==> config.mk <==
export PLATFORM = sky130hd
export DESIGN_NAME = zeroriscy_xbar_rr
export DESIGN_NICKNAME = d
export VERILOG_FILES = /design/src/rtl/zeroriscy_xbar_rr.sv
export SDC_FILE = /design/constraint.sdc
export NUM_CORES = 1
export LEC_CHECK = 0
export ABC_CLOCK_PERIOD_IN_PS = 2450
export CORE_AREA = 2 2 189 191
export DETAILED_ROUTE_END_ITERATION = 10
export DIE_AREA = 0 0 191 193
export GPL_TIMING_DRIVEN = 0
export PLACE_DENSITY = 0.42
export SETUP_SLACK_MARGIN = 0.02
export SLEW_MARGIN = 10
export SYNTH_ARGS = -nofsm -noshare
export SYNTH_HDL_FRONTEND = slang
export SYNTH_SLANG_ARGS = --single-unit
export TNS_END_PERCENT = 5
==> constraint.sdc <==
create_clock -name clk -period 2.45 [get_ports clk]
set_clock_uncertainty 0.05 [all_clocks]
set_input_delay 0.3675 -clock clk [delete_from_list [all_inputs] [get_ports clk]]
set_output_delay 0.3675 -clock clk [all_outputs]
set_load 0.05 [all_outputs]
==> src/rtl/zeroriscy_xbar_rr.sv <==
// rtl/zeroriscy_xbar_rr.sv - two-master (instruction/data) to NS-slave crossbar with blocking transactions
// Optional feature macro: XBAR_RR_EN (per-slave round-robin on conflicts; undefined = dm always wins)
// Master encoding used internally: 0 = data master (dm), 1 = instruction master (im).

module zeroriscy_xbar_rr #(
  parameter int NS = 3,
  parameter logic [NS*32-1:0] S_BASE = {32'h9000_0000, 32'h8010_0000, 32'h8000_0000},
  parameter logic [NS*32-1:0] S_MASK = {3{32'hFFF0_0000}}
) (
  input  logic             clk,
  input  logic             resetn,
  // instruction master
  input  logic             im_req,
  input  logic [31:0]      im_addr,
  output logic             im_gnt,
  output logic             im_rvalid,
  output logic [31:0]      im_rdata,
  output logic             im_err,
  // data master
  input  logic             dm_req,
  input  logic             dm_we,
  input  logic [3:0]       dm_be,
  input  logic [31:0]      dm_addr,
  input  logic [31:0]      dm_wdata,
  output logic             dm_gnt,
  output logic             dm_rvalid,
  output logic [31:0]      dm_rdata,
  output logic             dm_err,
  // slaves
  output logic [NS-1:0]    s_req,
  output logic [NS-1:0]    s_we,
  output logic [4*NS-1:0]  s_be,
  output logic [32*NS-1:0] s_addr,
  output logic [32*NS-1:0] s_wdata,
  input  logic [NS-1:0]    s_gnt,
  input  logic [NS-1:0]    s_rvalid,
  input  logic [NS-1:0]    s_err,
  input  logic [32*NS-1:0] s_rdata
);

  // per-master state: bit 0 = dm, bit 1 = im
  logic [1:0]    pend_q, pend_d;
  logic [1:0]    derr_q, derr_d;
  // per-slave state: owner bit is 1 when im owns the outstanding transaction
  logic [NS-1:0] busy_q, busy_d;
  logic [NS-1:0] owner_q, owner_d;
`ifdef XBAR_RR_EN
  // prio bit is 1 when im is favoured on the next conflict for that slave
  logic [NS-1:0] prio_q, prio_d;
`endif

  logic [NS-1:0] dm_tgt, im_tgt;
  logic          dm_hit, im_hit;
  logic          dm_rv, im_rv, dm_er, im_er;
  logic [31:0]   dm_rd, im_rd;
  logic          dm_elig, im_elig;
  logic          dm_gnt_c, im_gnt_c;
  logic          avail, c_dm, c_im, win_im;

  // address decode: one-hot target per master, lowest matching slave wins
  always_comb begin
    dm_tgt = '0;
    im_tgt = '0;
    dm_hit = 1'b0;
    im_hit = 1'b0;
    for (int s = 0; s < NS; s++) begin
      if (!dm_hit && ((dm_addr & S_MASK[32*s +: 32]) == S_BASE[32*s +: 32])) begin
        dm_tgt[s] = 1'b1;
        dm_hit    = 1'b1;
      end
      if (!im_hit && ((im_addr & S_MASK[32*s +: 32]) == S_BASE[32*s +: 32])) begin
        im_tgt[s] = 1'b1;
        im_hit    = 1'b1;
      end
    end
  end

  // response routing: busy slaves answer their owner, decode errors answer one cycle after grant
  always_comb begin
    dm_rv = derr_q[0];
    dm_er = derr_q[0];
    dm_rd = 32'h0;
    im_rv = derr_q[1];
    im_er = derr_q[1];
    im_rd = 32'h0;
    for (int s = 0; s < NS; s++) begin
      if (busy_q[s] && s_rvalid[s]) begin
        if (owner_q[s]) begin
          im_rv = 1'b1;
          im_er = s_err[s];
          im_rd = s_rdata[32*s +: 32];
        end else begin
          dm_rv = 1'b1;
          dm_er = s_err[s];
          dm_rd = s_rdata[32*s +: 32];
        end
      end
    end
  end

  // eligibility, per-slave arbitration, forwarding, grants and next-state
  always_comb begin
    s_req    = '0;
    s_we     = '0;
    s_be     = '0;
    s_addr   = '0;
    s_wdata  = '0;
    dm_gnt_c = 1'b0;
    im_gnt_c = 1'b0;
    busy_d   = busy_q;
    owner_d  = owner_q;
    derr_d   = 2'b00;
    avail    = 1'b0;
    c_dm     = 1'b0;
    c_im     = 1'b0;
    win_im   = 1'b0;
`ifdef XBAR_RR_EN
    prio_d   = prio_q;
`endif
    // a pending master becomes eligible again in the cycle its response arrives
    dm_elig = dm_req & (~pend_q[0] | dm_rv);
    im_elig = im_req & (~pend_q[1] | im_rv);

    for (int s = 0; s < NS; s++) begin
      avail = ~busy_q[s] | s_rvalid[s];
      c_dm  = dm_elig & dm_tgt[s] & avail;
      c_im  = im_elig & im_tgt[s] & avail;
`ifdef XBAR_RR_EN
      win_im = c_im & (~c_dm | prio_q[s]);
`else
      win_im = c_im & ~c_dm;
`endif
      if (c_dm | c_im) begin
        s_req[s] = 1'b1;
        if (win_im) begin
          s_we[s]             = 1'b0;
          s_be[4*s +: 4]      = 4'hF;
          s_addr[32*s +: 32]  = im_addr;
          s_wdata[32*s +: 32] = 32'h0;
        end else begin
          s_we[s]             = dm_we;
          s_be[4*s +: 4]      = dm_be;
          s_addr[32*s +: 32]  = dm_addr;
          s_wdata[32*s +: 32] = dm_wdata;
        end
      end
      if (s_rvalid[s]) begin
        busy_d[s] = 1'b0;
      end
      if ((c_dm | c_im) & s_gnt[s]) begin
        busy_d[s]  = 1'b1;
        owner_d[s] = win_im;
        if (win_im) begin
          im_gnt_c = 1'b1;
        end else begin
          dm_gnt_c = 1'b1;
        end
`ifdef XBAR_RR_EN
        if (c_dm & c_im) begin
          prio_d[s] = ~win_im;
        end
`endif
      end
    end

    // unmapped address: accept immediately, answer with an error next cycle
    if (dm_elig && !dm_hit) begin
      dm_gnt_c  = 1'b1;
      derr_d[0] = 1'b1;
    end
    if (im_elig && !im_hit) begin
      im_gnt_c  = 1'b1;
      derr_d[1] = 1'b1;
    end

    // a new grant keeps the master pending even if its old response arrives now
    pend_d[0] = dm_gnt_c | (pend_q[0] & ~dm_rv);
    pend_d[1] = im_gnt_c | (pend_q[1] & ~im_rv);

    if (!resetn) begin
      s_req   = '0;
      s_we    = '0;
      s_be    = '0;
      s_addr  = '0;
      s_wdata = '0;
    end
  end

  // master-side outputs are forced quiet while reset is held
  assign dm_gnt    = resetn & dm_gnt_c;
  assign im_gnt    = resetn & im_gnt_c;
  assign dm_rvalid = resetn & dm_rv;
  assign im_rvalid = resetn & im_rv;
  assign dm_err    = resetn & dm_er;
  assign im_err    = resetn & im_er;
  assign dm_rdata  = resetn ? dm_rd : 32'h0;
  assign im_rdata  = resetn ? im_rd : 32'h0;

  // state registers; reset drops any in-flight transaction
  always_ff @(posedge clk or negedge resetn) begin
    if (!resetn) begin
      pend_q  <= 2'b00;
      derr_q  <= 2'b00;
      busy_q  <= '0;
      owner_q <= '0;
`ifdef XBAR_RR_EN
      prio_q  <= '0;
`endif
    end else begin
      pend_q  <= pend_d;
      derr_q  <= derr_d;
      busy_q  <= busy_d;
      owner_q <= owner_d;
`ifdef XBAR_RR_EN
      prio_q  <= prio_d;
`endif
    end
  end

endmodule

==> impl_results.md <==
* Die Span Y at 193 microns
* Initial Util at 0.1142
* Fin crit share at 1.255
* Placed instance count at 1657
* Layout area overhead at 201.9%
* Min-Delay Startpoint: pend_q[0]
* Critical path required time at 2.03 ns
* Fillers at 3701
* Setup WS post-layout at -0.6245 ns
* Die X at 191 microns
* Commonest non-fill, non-tap cell in the layout: clkdlybuf4s50_1
* Min Hold Slack at 0.4331 ns
* Warnings from Yosys at 0
* Io pins at 490
* Clock buffer depth at 2
* # rows at 69
* Synthesized area per cell at 5.630 sq um
* Clock-pin transition on the worst setup and hold timing paths at 0.04 ns
* Slew margin rel. at 0.4047
* IO Port Bufs at 457
* Commonest non-fill, non-tap cells in the layout: 189 x clkdlybuf4s50_1, 98 x buf_6, 95 x buf_4, 88 x nor2_1, 83 x nor2_4
* Detailed Routing Iterations Pass 1 at 5
* H-tree depth at 1
* Max FO, Critical Path at 6
* Congestion Overflow GR at 0
* Worst Setup End Kind: output pin
* Pleak at 4.679 nW
* Critical Path Max Stage Delay at 0.55 ns
* Slowest cell on the critical path: or4_4
* Worst-skew pair later-pin latency at 0.23 ns
* Hold crit path type: register to register
* Yosys reg bits at 10
* DRT Wirelength at 36070 microns
* Root Driver: clkbuf_16
* Max Cap Viol at 0
* Ys flop type: dfrtp_1
* Cells after Synth at 709
* Iteration-0 DRC Markers at 314
* Post-synth top area cell: nor2_1
* Core Util, Final at 0.3446
* Async SR Flop Fraction at 1.000
* Vias in the first global route at 7594
* Post-synth top area share at 0.2060
* Final hold violation count at 0
* Violated checks: negative setup slack
* Post-route insts no fill at 1706
* Least-Margin Pin Slew at 0.8930 ns
* Synth cell types at 43
* Outcome: finished, violations left
* Routability cong. at 0.8359
* Vias at 7634
* First-pass GRT wire length at 50350 microns
* EDFF count, synth at 0
* Pins Over Slew Limit at 0
* Drt wl/cell at 21.14 microns
* Via density at 4.475
* RR Startpoint: busy_q[0]
* Synth area leaders: nor2_1 21%, a221oi_1 14%, a32oi_1 9.0%, nor3_1 8.2%, clkbuf_1 6.4%
* Register area share after synthesis at 0.06270
* Dpl hpwl at 28790 microns
* Critical path launch point type: primary input
* CTS tree: built
* Layout cells sized above 1 at 0.5278
* TritonCTS Sinks at 10
* Worst setup path startpoint: dm_addr[24]
* Die area at 36860 sq um
* Post-Syn Area at 3991 sq um
* Largest net degree at the start of global routing at 11
* DRC viols at 0
* Cts bufs inserted at 3
* Crit-path leading delay family: simple AND/OR/NAND/NOR gates
* Minimum clock period at 3.075 ns
* Crit Path Class: primary input to output pin
* RSZ-0062 raised after global routing: true
* Critical path arrival at 2.66 ns
* GRT Util Overall at 0.1799
* Initial antenna violation count at 5
* CORE AREA at 34960 sq um
* Setup WS pre-CTS at -2.332 ns
* Power Density at 118.7 nW/um^2
* Cell breakdown of the critical path: buf_6 > or4_4 > or3_4 > or4_4 > buf_4 > buf_12 > nand3_1 > a21oi_4 > buf_4
* FMAX at 0.3253 GHz
* CP bufs+invs at 4
* Final ANT Viol Nets at 0
* Total Power at 1.430 mW
* Peak VDD IR at 0.1622 mV
* Final nets at 1454
* Setup violations, final at 216
==> per-stage QoR <==
stage	area [sq um]	setup TNS [ns]
2_1_floorplan	5288	-65.94
3_3_place_gp	10440	-441.10
3_5_place_dp	10440	-446.31
4_1_cts	11070	-129.86
5_1_grt	12050	-105.71
6_report	12050	-85.08
==> worst register-to-register path, stage by stage, from the launching register on <==
cell and delay (ns):
dfrtp_1 0.39, and3b_2 0.27, o41ai_4 0.46, nor4_4 0.09
buf_6 0.15, buf_12 0.13, bufbuf_16 0.27, buf_4 0.13
a21oi_1 0.13
==> flip-flops by register name, summed over array words and instances, names as in the netlist <==
name	cells
owner_q	3
pend_q	2
busy_q	3
derr_q	2
==> area by class of cell <==
| class | count | area (sq um) | area share |
|---|---|---|---|
| diodes | 2 | 5.005 | 0.0004154 |
| plain buffers | 106 | 942.2 | 0.07819 |
| clock buffers | 4 | 88.84 | 0.007373 |
| inverters | 5 | 18.77 | 0.001558 |
| multi-input cells | 612 | 5051 | 0.4192 |
| flip-flops and latches | 10 | 250.2 | 0.02077 |
| well taps | 461 | 576.8 | 0.04787 |
| repair buffers | 506 | 5116 | 0.4246 |
==> what timing repair did <==
action | 4_1_cts | 5_1_grt
gates cloned | 5 | 3
buffers inserted | 26 | 14
endpoints found under the setup margin | 257 | 248
pin swaps | 24 | 22
resized for setup | 1282 | 624
hold buffers | 1 | 0
endpoints found under the hold margin | 10 | 0
==> worst paths after layout <==
| check | to | slack [ns] | cells past startpoint |
|---|---|---|---|
| worst min-delay path | pend_q[0] | 0.43 | 2 |
| max in group asynchronous | busy_q[2] | 1.36 | 2 |
| worst min register to register | pend_q[0] | 0.43 | 2 |
| min in group asynchronous | pend_q[1] | 0.66 | 2 |
| worst max register to register | owner_q[1] | 0.30 | 8 |
| worst max-delay path | s_addr[50] | -0.62 | 9 |
==> cells in the mapped netlist, types with 3 or more instances <==
cell type / count
a21oi_1: 26
dfrtp_1: 10
nor3_1: 65
buf_1: 3
nor2b_1: 3
nor4_1: 7
and3b_1: 3
buf_6: 4
o21ai_0: 3
inv_1: 5
a221oi_1: 64
and3_1: 5
buf_2: 6
a21bo_2: 3
o211a_1: 3
nand2_1: 65
nand3_1: 27
a32oi_1: 41
nand2b_1: 8
buf_4: 31
mux2i_1: 3
o21a_1: 8
nor2_1: 219
clkbuf_1: 68
o41ai_1: 3
==> layer usage <==
| layer | wire (microns) | up-vias | track usage | share of wire |
|---|---|---|---|---|
| met4 | 805 | 6 | 0.03608 | 0.022 |
| met3 | 2386 | 55 | 0.03891 | 0.066 |
| li1 | - | 3625 | - | - |
| met5 | 36 | - | 0 | 0.0010 |
| met1 | 14450 | 3635 | 0.2230 | 0.40 |
| met2 | 18390 | 313 | 0.3197 | 0.51 |
==> logic make-up after synthesis <==
family	Yosys count	share of synthesized area
muxes	3	0.007524
and+or+nand+nor	419	0.4621
other	1	0.0009395
AOI/OAI and AO/OA	159	0.3182
DFF	10	0.06270
buffers and inverters	117	0.1486
==> power by group <==
group	internal, mW	total (mW)	switching, mW
Clock	0.245	0.322	0.0762
Sequential	0.179	0.188	0.00901
Combinational	0.413	0.920	0.507
Total	0.837	1.43	0.593
Note: power is estimated with default switching activity, not from simulation.
